$ cat config.mk
export PLATFORM = sky130hd
export DESIGN_NAME = sync_fifo_flags
export DESIGN_NICKNAME = d
export VERILOG_FILES = /design/src/rtl/fifo_pkg.sv /design/src/rtl/fifo_mem.sv /design/src/rtl/sync_fifo_flags.sv
export SDC_FILE = /design/constraint.sdc
export NUM_CORES = 1
export LEC_CHECK = 0
export CAP_MARGIN = 20
export CORE_UTILIZATION = 57
export DETAILED_ROUTE_END_ITERATION = 12
export PLACE_DENSITY = 0.88
export SYNTH_ARGS = -nofsm -noshare
export SYNTH_HDL_FRONTEND = slang
export SYNTH_SLANG_ARGS = --single-unit
$ cat constraint.sdc
create_clock -name clk -period 3.95 [get_ports clk]
set_input_delay 0.79 -clock clk [delete_from_list [all_inputs] [get_ports clk]]
set_output_delay 0.79 -clock clk [all_outputs]
set_load 0.01 [all_outputs]
$ cat src/rtl/fifo_pkg.sv
// Shared sizing helpers for the flagged synchronous FIFO.
// Holds the depth and pointer-width rules and the pointer-to-level arithmetic.
package fifo_pkg;

   // One wrap bit above the storage address distinguishes full from empty.
   localparam int POINTER_WRAP_BITS = 1;

   function automatic int depth_of(input int address_width);
      return 1 << address_width;
   endfunction

   function automatic int ptr_width_of(input int address_width);
      return address_width + POINTER_WRAP_BITS;
   endfunction

   // Occupancy is the pointer difference taken modulo 2**ptr_width.
   function automatic logic [31:0] level_of(input logic [31:0] write_ptr,
                                            input logic [31:0] read_ptr,
                                            input int          ptr_width);
      logic [31:0] mask;
      mask = (32'd1 << ptr_width) - 32'd1;
      return (write_ptr - read_ptr) & mask;
   endfunction

endpackage

$ cat src/rtl/fifo_mem.sv
// Register-file storage for the FIFO: synchronous write, combinational read.
// Contents are deliberately left unreset.
module fifo_mem
   import fifo_pkg::*;
#(
   parameter int DATA_WIDTH    = 4,
   parameter int ADDRESS_WIDTH = 4
) (
   input  logic                     clk,
   input  logic                     we,
   input  logic [ADDRESS_WIDTH-1:0] waddr,
   input  logic [DATA_WIDTH-1:0]    wdata,
   input  logic [ADDRESS_WIDTH-1:0] raddr,
   output logic [DATA_WIDTH-1:0]    rdata
);

   localparam int DEPTH = depth_of(ADDRESS_WIDTH);

   logic [DATA_WIDTH-1:0] mem_q [DEPTH];

   always_ff @(posedge clk) begin
      if (we) begin
         mem_q[waddr] <= wdata;
      end
   end

   assign rdata = mem_q[raddr];

endmodule

$ cat src/rtl/sync_fifo_flags.sv
// Single-clock FWFT FIFO with level, almost-full/empty, sticky error flags and flush.
// Optional high-water mark register enabled by defining FIFO_PEAK_LEVEL_EN.
module sync_fifo_flags
   import fifo_pkg::*;
#(
   parameter int DATA_WIDTH         = 4,
   parameter int ADDRESS_WIDTH      = 4,
   parameter int ALMOST_FULL_LEVEL  = 12,
   parameter int ALMOST_EMPTY_LEVEL = 4
) (
   input  logic                     clk,
   input  logic                     rst_n,
   input  logic                     clear,
   input  logic [DATA_WIDTH-1:0]    write_data,
   input  logic                     write_increment,
   output logic                     full,
   output logic                     almost_full,
   input  logic                     read_increment,
   output logic [DATA_WIDTH-1:0]    read_data,
   output logic                     empty,
   output logic                     almost_empty,
   output logic [ADDRESS_WIDTH:0]   level,
   output logic                     overflow,
   output logic                     underflow,
   output logic [ADDRESS_WIDTH:0]   peak_level
);

   localparam int PTR_WIDTH = ptr_width_of(ADDRESS_WIDTH);
   localparam logic [PTR_WIDTH-1:0] AF_LEVEL = PTR_WIDTH'(ALMOST_FULL_LEVEL);
   localparam logic [PTR_WIDTH-1:0] AE_LEVEL = PTR_WIDTH'(ALMOST_EMPTY_LEVEL);
   localparam logic [PTR_WIDTH-1:0] PTR_ONE  = PTR_WIDTH'(1);

   logic [PTR_WIDTH-1:0]  write_ptr_q, write_ptr_d;
   logic [PTR_WIDTH-1:0]  read_ptr_q, read_ptr_d;
   logic                  overflow_q, overflow_d;
   logic                  underflow_q, underflow_d;
   logic                  write_accept, read_accept;
   logic [DATA_WIDTH-1:0] mem_rdata;
   logic [PTR_WIDTH-1:0]  level_now;

   // Status decodes come straight off the registered pointers.
   always_comb begin
      empty        = (write_ptr_q == read_ptr_q);
      full         = (write_ptr_q[PTR_WIDTH-1] != read_ptr_q[PTR_WIDTH-1]) &&
                     (write_ptr_q[ADDRESS_WIDTH-1:0] == read_ptr_q[ADDRESS_WIDTH-1:0]);
      level_now    = PTR_WIDTH'(level_of(32'(write_ptr_q), 32'(read_ptr_q), PTR_WIDTH));
      almost_full  = (level_now >= AF_LEVEL);
      almost_empty = (level_now <= AE_LEVEL);
   end

   assign level     = level_now;
   assign overflow  = overflow_q;
   assign underflow = underflow_q;
   assign read_data = empty ? '0 : mem_rdata;

   // Flush wins over both strobes, so storage must not be written on a clear cycle.
   assign write_accept = write_increment && !full  && !clear;
   assign read_accept  = read_increment  && !empty && !clear;

   always_comb begin
      write_ptr_d = write_ptr_q;
      read_ptr_d  = read_ptr_q;
      overflow_d  = overflow_q;
      underflow_d = underflow_q;
      if (clear) begin
         write_ptr_d = '0;
         read_ptr_d  = '0;
         overflow_d  = 1'b0;
         underflow_d = 1'b0;
      end else begin
         if (write_accept) begin
            write_ptr_d = write_ptr_q + PTR_ONE;
         end
         if (read_accept) begin
            read_ptr_d = read_ptr_q + PTR_ONE;
         end
         if (write_increment && full) begin
            overflow_d = 1'b1;
         end
         if (read_increment && empty) begin
            underflow_d = 1'b1;
         end
      end
   end

   always_ff @(posedge clk or negedge rst_n) begin
      if (!rst_n) begin
         write_ptr_q <= '0;
         read_ptr_q  <= '0;
         overflow_q  <= 1'b0;
         underflow_q <= 1'b0;
      end else begin
         write_ptr_q <= write_ptr_d;
         read_ptr_q  <= read_ptr_d;
         overflow_q  <= overflow_d;
         underflow_q <= underflow_d;
      end
   end

`ifdef FIFO_PEAK_LEVEL_EN
   logic [PTR_WIDTH-1:0] peak_level_q, peak_level_d;
   logic [PTR_WIDTH-1:0] level_next;

   // Track against the post-edge level so the mark never lags a write.
   always_comb begin
      level_next   = PTR_WIDTH'(level_of(32'(write_ptr_d), 32'(read_ptr_d), PTR_WIDTH));
      peak_level_d = peak_level_q;
      if (clear) begin
         peak_level_d = '0;
      end else if (level_next > peak_level_q) begin
         peak_level_d = level_next;
      end
   end

   always_ff @(posedge clk or negedge rst_n) begin
      if (!rst_n) begin
         peak_level_q <= '0;
      end else begin
         peak_level_q <= peak_level_d;
      end
   end

   assign peak_level = peak_level_q;
`else
   assign peak_level = '0;
`endif

   fifo_mem #(
      .DATA_WIDTH   (DATA_WIDTH),
      .ADDRESS_WIDTH(ADDRESS_WIDTH)
   ) u_mem (
      .clk  (clk),
      .we   (write_accept),
      .waddr(write_ptr_q[ADDRESS_WIDTH-1:0]),
      .wdata(write_data),
      .raddr(read_ptr_q[ADDRESS_WIDTH-1:0]),
      .rdata(mem_rdata)
   );

endmodule

After elaboration in Yosys (flattened, before gate mapping)

Memories as Yosys holds them, arrays and structs flattened.
Cells that the tools add are included.

Multiplexer cells: 11
Bitwise logic cells: 0
$add $sub $neg: 3
Magnitude comparators: 2
Shifts and indexed selects: 0
Reduce and logical (&&, ||, !) cells: 14
Multipliers: 0
Divide/modulo/power cells: 0
Equality and inequality tests: 3

Operators with widths:

| kind                                                | count |
|---|---|
| 2-to-1 mux 5 bit                                    | 4 |
| adder 5 x 1 -> 5 bit, second input constant         | 2 |
| nonzero test 2 bit                                  | 4 |
| logical AND 1 bit                                   | 7 |
| 2-to-1 mux 1 bit                                    | 6 |
| equality test 5 bit                                 | 1 |
| >= comparator 5 x 4 -> 1 bit, second input constant | 1 |
| <= comparator 5 x 3 -> 1 bit, second input constant | 1 |
| subtractor 5 bit                                    | 1 |
| equality test 4 bit                                 | 1 |
| 2-to-1 mux 4 bit                                    | 1 |
| zero test 1 bit                                     | 3 |
| != test 1 bit                                       | 1 |

Word-level logic and storage cells: 38
Bits in writable memories: 64
Output and inout port bits: 20
Flip-flop bits (word level): 12
Bits in latches: 0
ROM bits: 0
Memories kept: 1
Input port bits: 9

Memories:

| memory      | words | bits a word | read ports | clocked after memory_dff | wr ports | RTL line       | source |
|---|---|---|---|---|---|---|---|
| u_mem.mem_q | 16    | 4           | 1          | 0                        | 1        | fifo_mem.sv:19 | `logic [DATA_WIDTH-1:0] mem_q [DEPTH];` |

Depth between registers and ports, before layout

Depth in word-level cells: 7
Depth in mapped cells: 8
Depth with buffers taken out: 7

Cells and area by module

From an unflattened synthesis, not the netlist that was laid out.

Cells, all modules: 220
Area total of the unflattened synthesis: 3433.3 µm²

By module, submodules not included:

| module          | cells each | seq. area each (µm²) | area an instance (µm²) | instances |
|---|---|---|---|---|
| fifo_mem        | 126        | 1921.8               | 2586.2                 | 1 |
| sync_fifo_flags | 94         | 300.3                | 847.1                  | 1 |

Worst setup path after synthesis

No wires, ideal clock.

Path kind: reg-to-output
Start: reg read_ptr_q[1]
End: out almost_full
Stages on the path, launching flop included: 9
Data arrival time: 2137 ps
Setup slack: 1023 ps
Path buffers: 2
Required time: 3160 ps
Cells stage by stage: dfrtp_1 > clkbuf_1 > buf_2 > inv_1 > ha_1 > nor2b_1 > o21a_1 > o21a_1 > o32ai_1

Word-level cells in the longest chain between the ends: 2

RTL lines:

| element                      | RTL line              | source |
|---|---|---|
| from (decl)                  | sync_fifo_flags.sv:34 | `logic [PTR_WIDTH-1:0] read_ptr_q, read_ptr_d;` |
| from (signal assigned)       | sync_fifo_flags.sv:94 | `read_ptr_q <= read_ptr_d;` |
| subtractor 5 bit             | fifo_pkg.sv:22        | `return (write_ptr - read_ptr) & mask;` |
| >= comparator 5 x 4 -> 1 bit | sync_fifo_flags.sv:47 | `almost_full = (level_now >= AF_LEVEL);` |
| to (decl)                    | sync_fifo_flags.sv:17 | `output logic almost_full,` |

Every way passes these cells.

Final worst setup path

Start: reg read_ptr_q[2]
End: out almost_empty

Word-level cells in the longest chain between the ends: 2

RTL lines:

| element                      | RTL line              | source |
|---|---|---|
| subtractor 5 bit             | fifo_pkg.sv:22        |  |
| <= comparator 5 x 3 -> 1 bit | sync_fifo_flags.sv:48 | `almost_empty = (level_now <= AE_LEVEL);` |
| to (decl)                    | sync_fifo_flags.sv:21 | `output logic almost_empty,` |

Every way passes these cells.

==> out/results.ini <==
[run_status]
status = finished clean

[detailed_routing]
wl_per_cell_um = 20.62
vias_per_cell = 6.205
drc = 0
postRouteWirelength_um = 6927
drt-met1-wl_um = 2618
maxUsedRoutingLayer = met4
dr_wl_met2_um = 3280
antenna_left = 0
wl_met3_um = 743
drt_iter0_markers = 233
first_pass_iters = 4
via_count = 2085

[clocking]
tritoncts = built
post-cts-setup-buffer-count = 0
clockBufferDepth = 2
cts-root-buf = clkbuf_8
cts_buffers = 9
worst_skew_pair.late_latency_ns = 0.36
htree_levels = 3
clock-sinks = 76
clkTransAtPathRegs_ns = 0.08

[floorplanning]
die_area_um2 = 6344
start_util_pct = 60.92
die_w_um = 79.65
ios = 29
placementRows = 27
core_um2 = 5642
dieHeight_um = 79.65

[power_and_ir_drop]
power.total_uw = 1863
vdd_drop_max_v = 0.0002950
power.density_nw_per_um2 = 479.3
p_leak_uw = 0.001355

[worst_setup_path]
end_kind = primary output
cp.required_ns = 3.16
worstSetupStartpointType = register
timing.rr.start = read_ptr_q[3]
crit_arrival_ns = 3.02
path_class = reg2out
r2r_end = u_mem.mem_q[2][2]
setup.worst_path.start = read_ptr_q[2]
cp_max_fo = 12
r2r_cells = 6
critical_path.endpoint = almost_empty
r2r_slack_ns = 0.72

[hold_path]
worstHoldPathType = reg2reg

[timing]
slew_headroom_pct = 59.04
period_share_pct = 96.45
fin_crit_ns = 3.810
finalSetupViolCount = 0
final.setup.tns_ns = 0
final.setup_skew_ns = 0.009491
rsz0062_at_grt = false
fmax_ghz = 0.2625
drv_slew = 0
hold_violations = 0
worstMarginPinSlew_ns = 0.6097

[run]
drv_cap = 0

[place]
dp_cells = 320
dpl.hpwl_um = 4764
placed_area_um2 = 3710
port_buffers = 23
gp_congestion = 0.8949

[global_route]
track_usage_pct = 24.94
grt_pass1_vias = 2068
grt_max_degree = 22
antenna_found_initial = 0
grt_overflow = 0
grt_first_pass_wirelength_um = 11040

[layout]
final_util_pct = 68.91
final_nets = 278
syn_to_final_growth_pct = 13.11
diodes = 0
stdcell_count = 336
design_area_um2 = 3887
layout-drive-gt1-share_pct = 14.02

[logic_synthesis]
yosysSeqAreaShare_pct = 64.65
syn_inst = 233
synth-seq-cells = 76
synth_warnings = 0
synth_cell_types = 36
synth.cell_area_um2 = 3437
syn_area_per_cell_um2 = 14.75

[placed cells by master (no fill, tap or decap), types with 6 or more instances in the layout]
master and count:
dfrtp_1 12, edfxtp_1 64, mux2i_1 9, nand2_1 12
xnor2_1 6, ha_1 9, mux4_2 14, clkdlybuf4s50_1 23
clkbuf_8 9, a21oi_1 7, nor2_1 27, inv_1 9
[Yosys cell counts]
library cell | number | area (um^2)
nand4_1 | 4 | 25.02
edfxtp_1 | 64 | 1922
and3_2 | 1 | 7.510
o211ai_1 | 2 | 15.01
a21oi_1 | 7 | 35.03
buf_4 | 6 | 45.04
o32ai_1 | 1 | 8.760
nor2_1 | 28 | 105.1
clkinv_1 | 1 | 3.750
or3_1 | 1 | 6.260
ha_1 | 9 | 112.6
o21ai_0 | 4 | 20.02
mux2_2 | 1 | 11.26
o221a_2 | 1 | 11.26
dfrtp_1 | 12 | 300.3
and4_1 | 1 | 8.760
nand3_1 | 4 | 20.02
fa_1 | 1 | 20.02
nand2_1 | 12 | 45.04
xor2_2 | 1 | 16.27
o21a_1 | 2 | 15.01
nor2b_1 | 3 | 18.77
buf_2 | 2 | 10.01
a211oi_1 | 5 | 37.54
o21ai_2 | 1 | 8.760
conb_1 | 1 | 3.750
xor2_1 | 3 | 26.28
nor3_1 | 5 | 25.02
mux4_2 | 14 | 315.3
clkbuf_1 | 6 | 22.52
and3_1 | 3 | 18.77
nand2b_1 | 2 | 12.51
inv_1 | 9 | 33.78
mux2i_1 | 9 | 90.09
a22oi_1 | 1 | 7.510
xnor2_1 | 6 | 52.55
[sequential cells by signal, summed over array words and instances, names as in the netlist]
signal,flops
u_mem.mem_q,64
read_ptr_q,5
write_ptr_q,5
overflow,1
underflow,1
[cell type report]
type / instances / area [um^2]
tap: 72 / 90.09
sequential: 76 / 2222
timing repair buffer: 25 / 245.2
multi-input combinational: 137 / 1117
fill: 356 / 1754
clock inverter: 7 / 51.30
inverter: 10 / 37.54
clock buffer: 9 / 123.9
[kinds of logic after synthesis]
group                    after synthesis  synth area share (%)
AO/OA/AOI/OAI                         24                 4.623
XOR/XNOR                              10                 2.767
adder cells (fa/ha/maj)               10                 3.859
buffers and inverters                 24                 3.349
flip-flops                            76                 64.65
multiplexers                          24                 12.12
other                                  1                0.1091
AND/OR/NAND/NOR                       64                 8.518
[what timing repair did]
item                       CTS  global route
hold buffers                 0             0
resized for setup            0             1
setup endpoints to repair    0             1
[metrics by stage]
step / hold slack [ns] / setup slack, ns
2_1_floorplan: 0.4944 / 1.023
3_3_place_gp: 0.4777 / 0.7223
3_5_place_dp: 0.5017 / 0.6080
4_1_cts: 0.5209 / 0.1732
5_1_grt: 0.5568 / 0.03730
6_report: 0.5093 / 0.1404
[worst max-delay path, stage by stage (launching register included)]
cell             delay (ns)
dfrtp_1                0.65
inv_1                  0.23
ha_1                   0.41
nor2b_1                0.15
o21ai_0                0.24
and3_2                 0.27
o221a_2                0.18
clkdlybuf4s50_1        0.53
[power by group]
group | leakage [uW] | internal [uW] | switching, uW
Combinational | 0.000521 | 221 | 217
Clock | 0.0000929 | 232 | 298
Sequential | 0.000741 | 882 | 12.7
[worst min path at each step]
stage,slack (ns),endpoint,start,cells past startpoint
finish,0.51,overflow,overflow,2
global placement,0.48,overflow,overflow,2
floorplan,0.49,overflow,rst_n,0
global route,0.56,overflow,overflow,2
CTS,0.52,overflow,overflow,2
detailed placement,0.50,overflow,overflow,2
[metal layers]
metal	global-route usage, %	up-vias
met3	6.171	28
met4	15.45	0
met5	0	-
li1	-	913
met1	32.43	1007
met2	37.78	137
Note: power is estimated with default switching activity, not from simulation.
==> edit 1 (same settings) <==
`ADDRESS_WIDTH` is set to 4 in 2 places; all go to 5.
--- a/src/rtl/fifo_mem.sv
+++ b/src/rtl/fifo_mem.sv
@@ -6,3 +6,3 @@
    parameter int DATA_WIDTH    = 4,
-   parameter int ADDRESS_WIDTH = 4
+   parameter int ADDRESS_WIDTH = 5
 ) (
--- a/src/rtl/sync_fifo_flags.sv
+++ b/src/rtl/sync_fifo_flags.sv
@@ -6,3 +6,3 @@
    parameter int DATA_WIDTH         = 4,
-   parameter int ADDRESS_WIDTH      = 4,
+   parameter int ADDRESS_WIDTH      = 5,
    parameter int ALMOST_FULL_LEVEL  = 12,
Interface: changed (resized level and peak_level); port bits go from 29 to 31. No check against the original RTL was run, so the function may have changed too.
==> edit 1 against the unedited design <==
  * Via count up 74%
  * Worst setup slack better by 4.7 ps
  * Maximum frequency up 0.12%
  * Combinational power up 50%
  * Routed wire length up 84%
  * Register-to-register slack better by 390 ps
  * Clock skew up 1.8 ps
  * Critical path depth up 1
  * Sequential cell count up 66
  * Total power up 110%
  * Synthesized cell count up 70%
  * Final area up 84%
  * Area after synthesis up 80%
  * Sequential power up 85%
  * Critical path type unchanged
==> edit 1: results (changes against the unedited design) <==
[outcome]
outcome = completed

[clock_tree]
cts_made_buffers = 17  ; +8
cts_max_level = 4  ; +1
path_clk_slew_ps = 70
clk_latency_ps = 530  ; +170 ps

[yosys]
ys_types = 42  ; +17%
synth_edf_count = 128  ; +100%
synth-adder-area-share = 0.0235  ; -0.0151
synth_area_leaders = edfxtp_1 (62%), mux4_2 (8.8%), dfrtp_1 (5.7%)
avgSynthCellArea_um2 = 15.6  ; +5.4%
synth_compound_area_frac = 0.0393  ; -0.00691
synth_mux_area_frac = 0.128  ; +0.00687
synthXorXnorAreaFrac = 0.0156  ; -0.0121
synthArstFlopShare = 0.0986  ; -0.0593
yosysSeqAreaShare = 0.679  ; +0.0328
ys_top_cells_by_count = edfxtp_1 (128), nor2_1 (53), mux2i_1 (25), nand2_1 (25), mux4_2 (24)

[finish]
register_area_um2 = 4200  ; +89%
fillers = 647  ; +82%
top_regs = u_mem.mem_q x128, read_ptr_q x6, write_ptr_q x6
layout.nets = 454  ; +63%
drive_above_1_share = 0.166  ; +0.0254

[detailed_routing]
wl_met3_mm = 1.10  ; +48%
avgRoutedWirePerCell_um = 21.9  ; +6.1%
viasPerCell = 6.24  ; +0.53%
drt-met1-wl_mm = 5.03  ; +92%
route.met2.wl_mm = 6.17  ; +88%
wirelength_mm = 12.7  ; +84%
drt_iter0_drc = 260  ; +12%
firstDrtPassIters = 5  ; +1

[critical_path]
cp_top_family = simple AND/OR/NAND/NOR gates
ff2ff_path_depth = 7  ; +1
ff2ff_setup_slack_ps = 1110  ; +390 ps
r2r-end = u_mem.mem_q[10][2]
crit_fanout = 8  ; -4
r2r_start = read_ptr_q[4]
cpPeakStageDelay_ps = 560  ; -90 ps
worstPathArrival_ps = 3010  ; about the same
crit_slowest_cell = clkdlybuf4s50_1

[placed_design]
gp_congestion = 0.907  ; +1.3%
portBuffers = 24  ; +4.3%
dp_slack_ps = 535  ; -73.4 ps
placedCellCount = 548  ; +71%
place_area_um2 = 6540  ; +76%
dpl.hpwl_mm = 7.70  ; +62%

[global_routing]
antenna_found_initial = 0  ; unchanged
grt.total_usage = 0.246  ; -0.00355
grt.met3_usage = 0.0570  ; -0.00469
grt_use_met2 = 0.378  ; about the same
grt_pass1_wl_mm = 19.7  ; +78%
grt_max_degree = 45  ; +100%
grt_pass1_vias = 3566  ; +72%
gr-usage-met1 = 0.325  ; +0.000664

[hold_path]
hold_depth = 2  ; unchanged

[power_and_ir_drop]
ir_worst_vdd_mv = 0.407  ; +38%
power_leakage_nw = 2.47  ; +83%
netSwitchingPower_mw = 1.00  ; +90%

[die]
core_um2 = 10400  ; +85%

[timing]
timing.clock.skew_ps = 11.3  ; +1.81 ps
whs_ps = 496  ; -13.4 ps
max_slew_margin = 0.270  ; -0.320

==> edit 1: changes by cell type after synthesis, moves of 4 or more <==
| cell | unedited run | this run |
|---|---|---|
| mux4_2 | 14 | 24 |
| nand2_1 | 12 | 25 |
| mux2i_1 | 9 | 25 |
| a31oi_1 | 0 | 4 |
| nor2_1 | 28 | 53 |
| and2_1 | 0 | 7 |
| a211oi_1 | 5 | 0 |
| o221ai_1 | 0 | 5 |
| o21ai_0 | 4 | 8 |
| nor3_1 | 5 | 1 |
| edfxtp_1 | 64 | 128 |
==> edit 1: power groups by stage <==
stage                     logic (mW)  registers [mW]  clock network (mW)
final                          0.659            1.66                1.51
after global routing           0.710            1.66                1.58
after CTS                      0.656            1.66                1.53
after detailed placement       0.647            1.69                   0
after global placement         0.629            1.69                   0
after floorplan                0.426            1.69                   0
==> edit 1: how the worst max path moves through the flow <==
| stage | slack [ps] | cells after the start | to | startpoint |
|---|---|---|---|---|
| after detailed placement | 530 | 8 | read_data[3] | read_ptr_q[3] |
| after global routing | -5 | 8 | read_data[1] | read_ptr_q[3] |
| after floorplan | 700 | 9 | almost_full | read_ptr_q[1] |
| after global placement | 590 | 8 | read_data[3] | read_ptr_q[3] |
| final | 150 | 8 | read_data[3] | read_ptr_q[4] |
| after CTS | 20 | 8 | almost_full | read_ptr_q[1] |
==> edit 1: repair_timing <==
action                     4_1_cts  5_1_grt
resized for setup                1        7
gates cloned                     0        0
setup endpoints to repair        2        6
pin swaps                        0        1
==> edit 1: layout make-up <==
class	instances	share of cell area
sequential	142	0.585
tap	136	0.0237
clock buffer	17	0.0577
clock inverter	15	0.0209
timing repair buffer	35	0.0523
inverter	11	0.00593
multi-input combinational	227	0.254
==> edit 2 (config.mk and constraints unchanged) <==
Without the edit above. Register the output `level`, cleared by the reset; this adds one clock of latency there. The other outputs are not delayed to match.
--- a/src/rtl/sync_fifo_flags.sv
+++ b/src/rtl/sync_fifo_flags.sv
@@ -50,3 +50,9 @@
 
-   assign level     = level_now;
+   always_ff @(posedge clk or negedge rst_n) begin
+      if (!rst_n) begin
+         level <= '0;
+      end else begin
+         level <= level_now;
+      end
+   end
    assign overflow  = overflow_q;
Behaviour: not the same (Yosys sat finds a counterexample within 4 cycles, from zero or initial values and one cycle with rst_n low).
==> edit 2 against the unedited design <==
  * Total power is 2.0% higher
  * Combinational power fell by 6.6%
  * Worst setup slack gained 41 ps
  * Utilization down 1.7 points
  * Area after synthesis grew 3.8%
  * Routed wire length is 3.6% lower
  * Final area grew 3.6%
  * Sequential cell count rose by 5
  * Critical path type unchanged
  * Largest cell class unchanged
  * Largest power group unchanged
==> edit 2: results (changes against the unedited design) <==
[placed_design]
gp_congestion = 0.832  ; -7.1%
portBuffers = 23  ; unchanged
placedCellCount = 327  ; +2.2%
dpl.hpwl_mm = 4.71  ; -1.2%

[global_routing]
grt_pass1_wl_mm = 10.1  ; -8.3%
antenna_found_initial = 0  ; unchanged
grt.total_usage = 0.225  ; -0.0246
grt_pass1_vias = 2062  ; -0.29%
grt_max_degree = 21  ; -4.5%

[critical_path]
cp_top_family = buffers and inverters
r2r-end = u_mem.mem_q[1][1]
ff2ff_setup_slack_ps = 660  ; -60 ps
worstPathArrival_ps = 2980  ; -40 ps
crit_fanout = 11  ; -1
ff2ff_path_depth = 6  ; unchanged
cpPeakStageDelay_ps = 610  ; -40 ps

[hold_path]
hold_depth = 2  ; unchanged
worstHoldEndpoint = overflow
hold_path_class = flip-flop to flip-flop

[outcome]
outcome = completed

[finish]
n_antenna_cell = 0  ; unchanged
drive_above_1_share = 0.146  ; +0.00537
layout.nets = 282  ; +1.4%
largest-register = u_mem.mem_q
finalNonFillerCells = 343  ; +2.1%
fillers = 394  ; +11%

[yosys]
avgSynthCellArea_um2 = 15.2  ; +2.9%
yosysSeqAreaShare = 0.658  ; +0.0115
synthArstFlopShare = 0.210  ; +0.0520
ys_types = 35  ; -2.8%
synth_area_leaders = edfxtp_1 (54%), dfrtp_1 (12%), mux4_2 (8.8%)
synth_edf_count = 64  ; unchanged
ys_top_cells_by_count = edfxtp_1 (64), nor2_1 (28), dfrtp_1 (17)

[power_and_ir_drop]
power.clock.fraction = 0.275  ; -0.009
ir_worst_vdd_mv = 0.298  ; +0.96%
swShare = 0.271  ; -0.0123
pg_seq_mw = 0.970  ; +8.4%
power_leakage_nw = 1.40  ; +3.6%

[timing]
whs_ps = 507  ; -2.69 ps
max_slew_margin = 0.480  ; -0.110
timing.clock.skew_ps = 7.46  ; -2.03 ps

[detailed_routing]
avgRoutedWirePerCell_um = 19.5  ; -5.6%
drt_iter0_drc = 158  ; -32%
firstDrtPassIters = 4  ; unchanged
viasPerCell = 6.03  ; -2.9%

[clock_tree]
root_buffer = clkbuf_8
path_clk_slew_ps = 80  ; about the same
clk_latency_ps = 360  ; about the same
post_cts_buffers = 0  ; unchanged

## edit 2: cell families after synthesis
logic type      count (synthesis)  share of synthesized area
fa+ha+maj                      10                     0.0372
flops                          81                      0.658
simple gates                   58                     0.0761
buf+inv                        24                     0.0330
compound gates                 27                     0.0509
other cells                     1                    0.00105
xor+xnor                       10                     0.0267
mux                            24                      0.117
## edit 2: worst max path at each step
stage / from / endpoint / slack, ps / cells after the start
final: read_ptr_q[3] / read_data[3] / 180 / 6
after global routing: read_ptr_q[3] / read_data[1] / 50 / 6
after CTS: read_ptr_q[3] / read_data[3] / 150 / 6
after detailed placement: read_ptr_q[3] / read_data[1] / 550 / 6
after global placement: read_ptr_q[3] / read_data[1] / 630 / 6
after floorplan: read_ptr_q[1] / almost_full / 1070 / 8
## edit 2: routing by layer
metal	vias up	global-route usage	part of all wire
met5	-	0	0
met4	0	0.113	0.020
met3	14	0.0652	0.063
met2	87	0.378	0.52
met1	1038	0.263	0.40
li1	928	-	-
## edit 2: per-stage QoR
stage / instance area [µm²] / total power, mW / setup slack (ps) / util
2_1_floorplan: 3580 / 1.22 / 1070 / -
3_3_place_gp: 3860 / 1.38 / 625 / 0.644
3_5_place_dp: 3860 / 1.39 / 554 / 0.644
4_1_cts: 4030 / 1.91 / 146 / 0.672
5_1_grt: 4030 / 1.97 / 49.3 / 0.673
6_report: 4030 / 1.90 / 182 / 0.673
## edit 2: cell type report
type,instances,area share
clock inverter,7,0.0115
inverter,10,0.00932
multi-input combinational,134,0.278
timing repair buffer,27,0.0646
sequential,81,0.583
tap,75,0.0233
clock buffer,9,0.0307
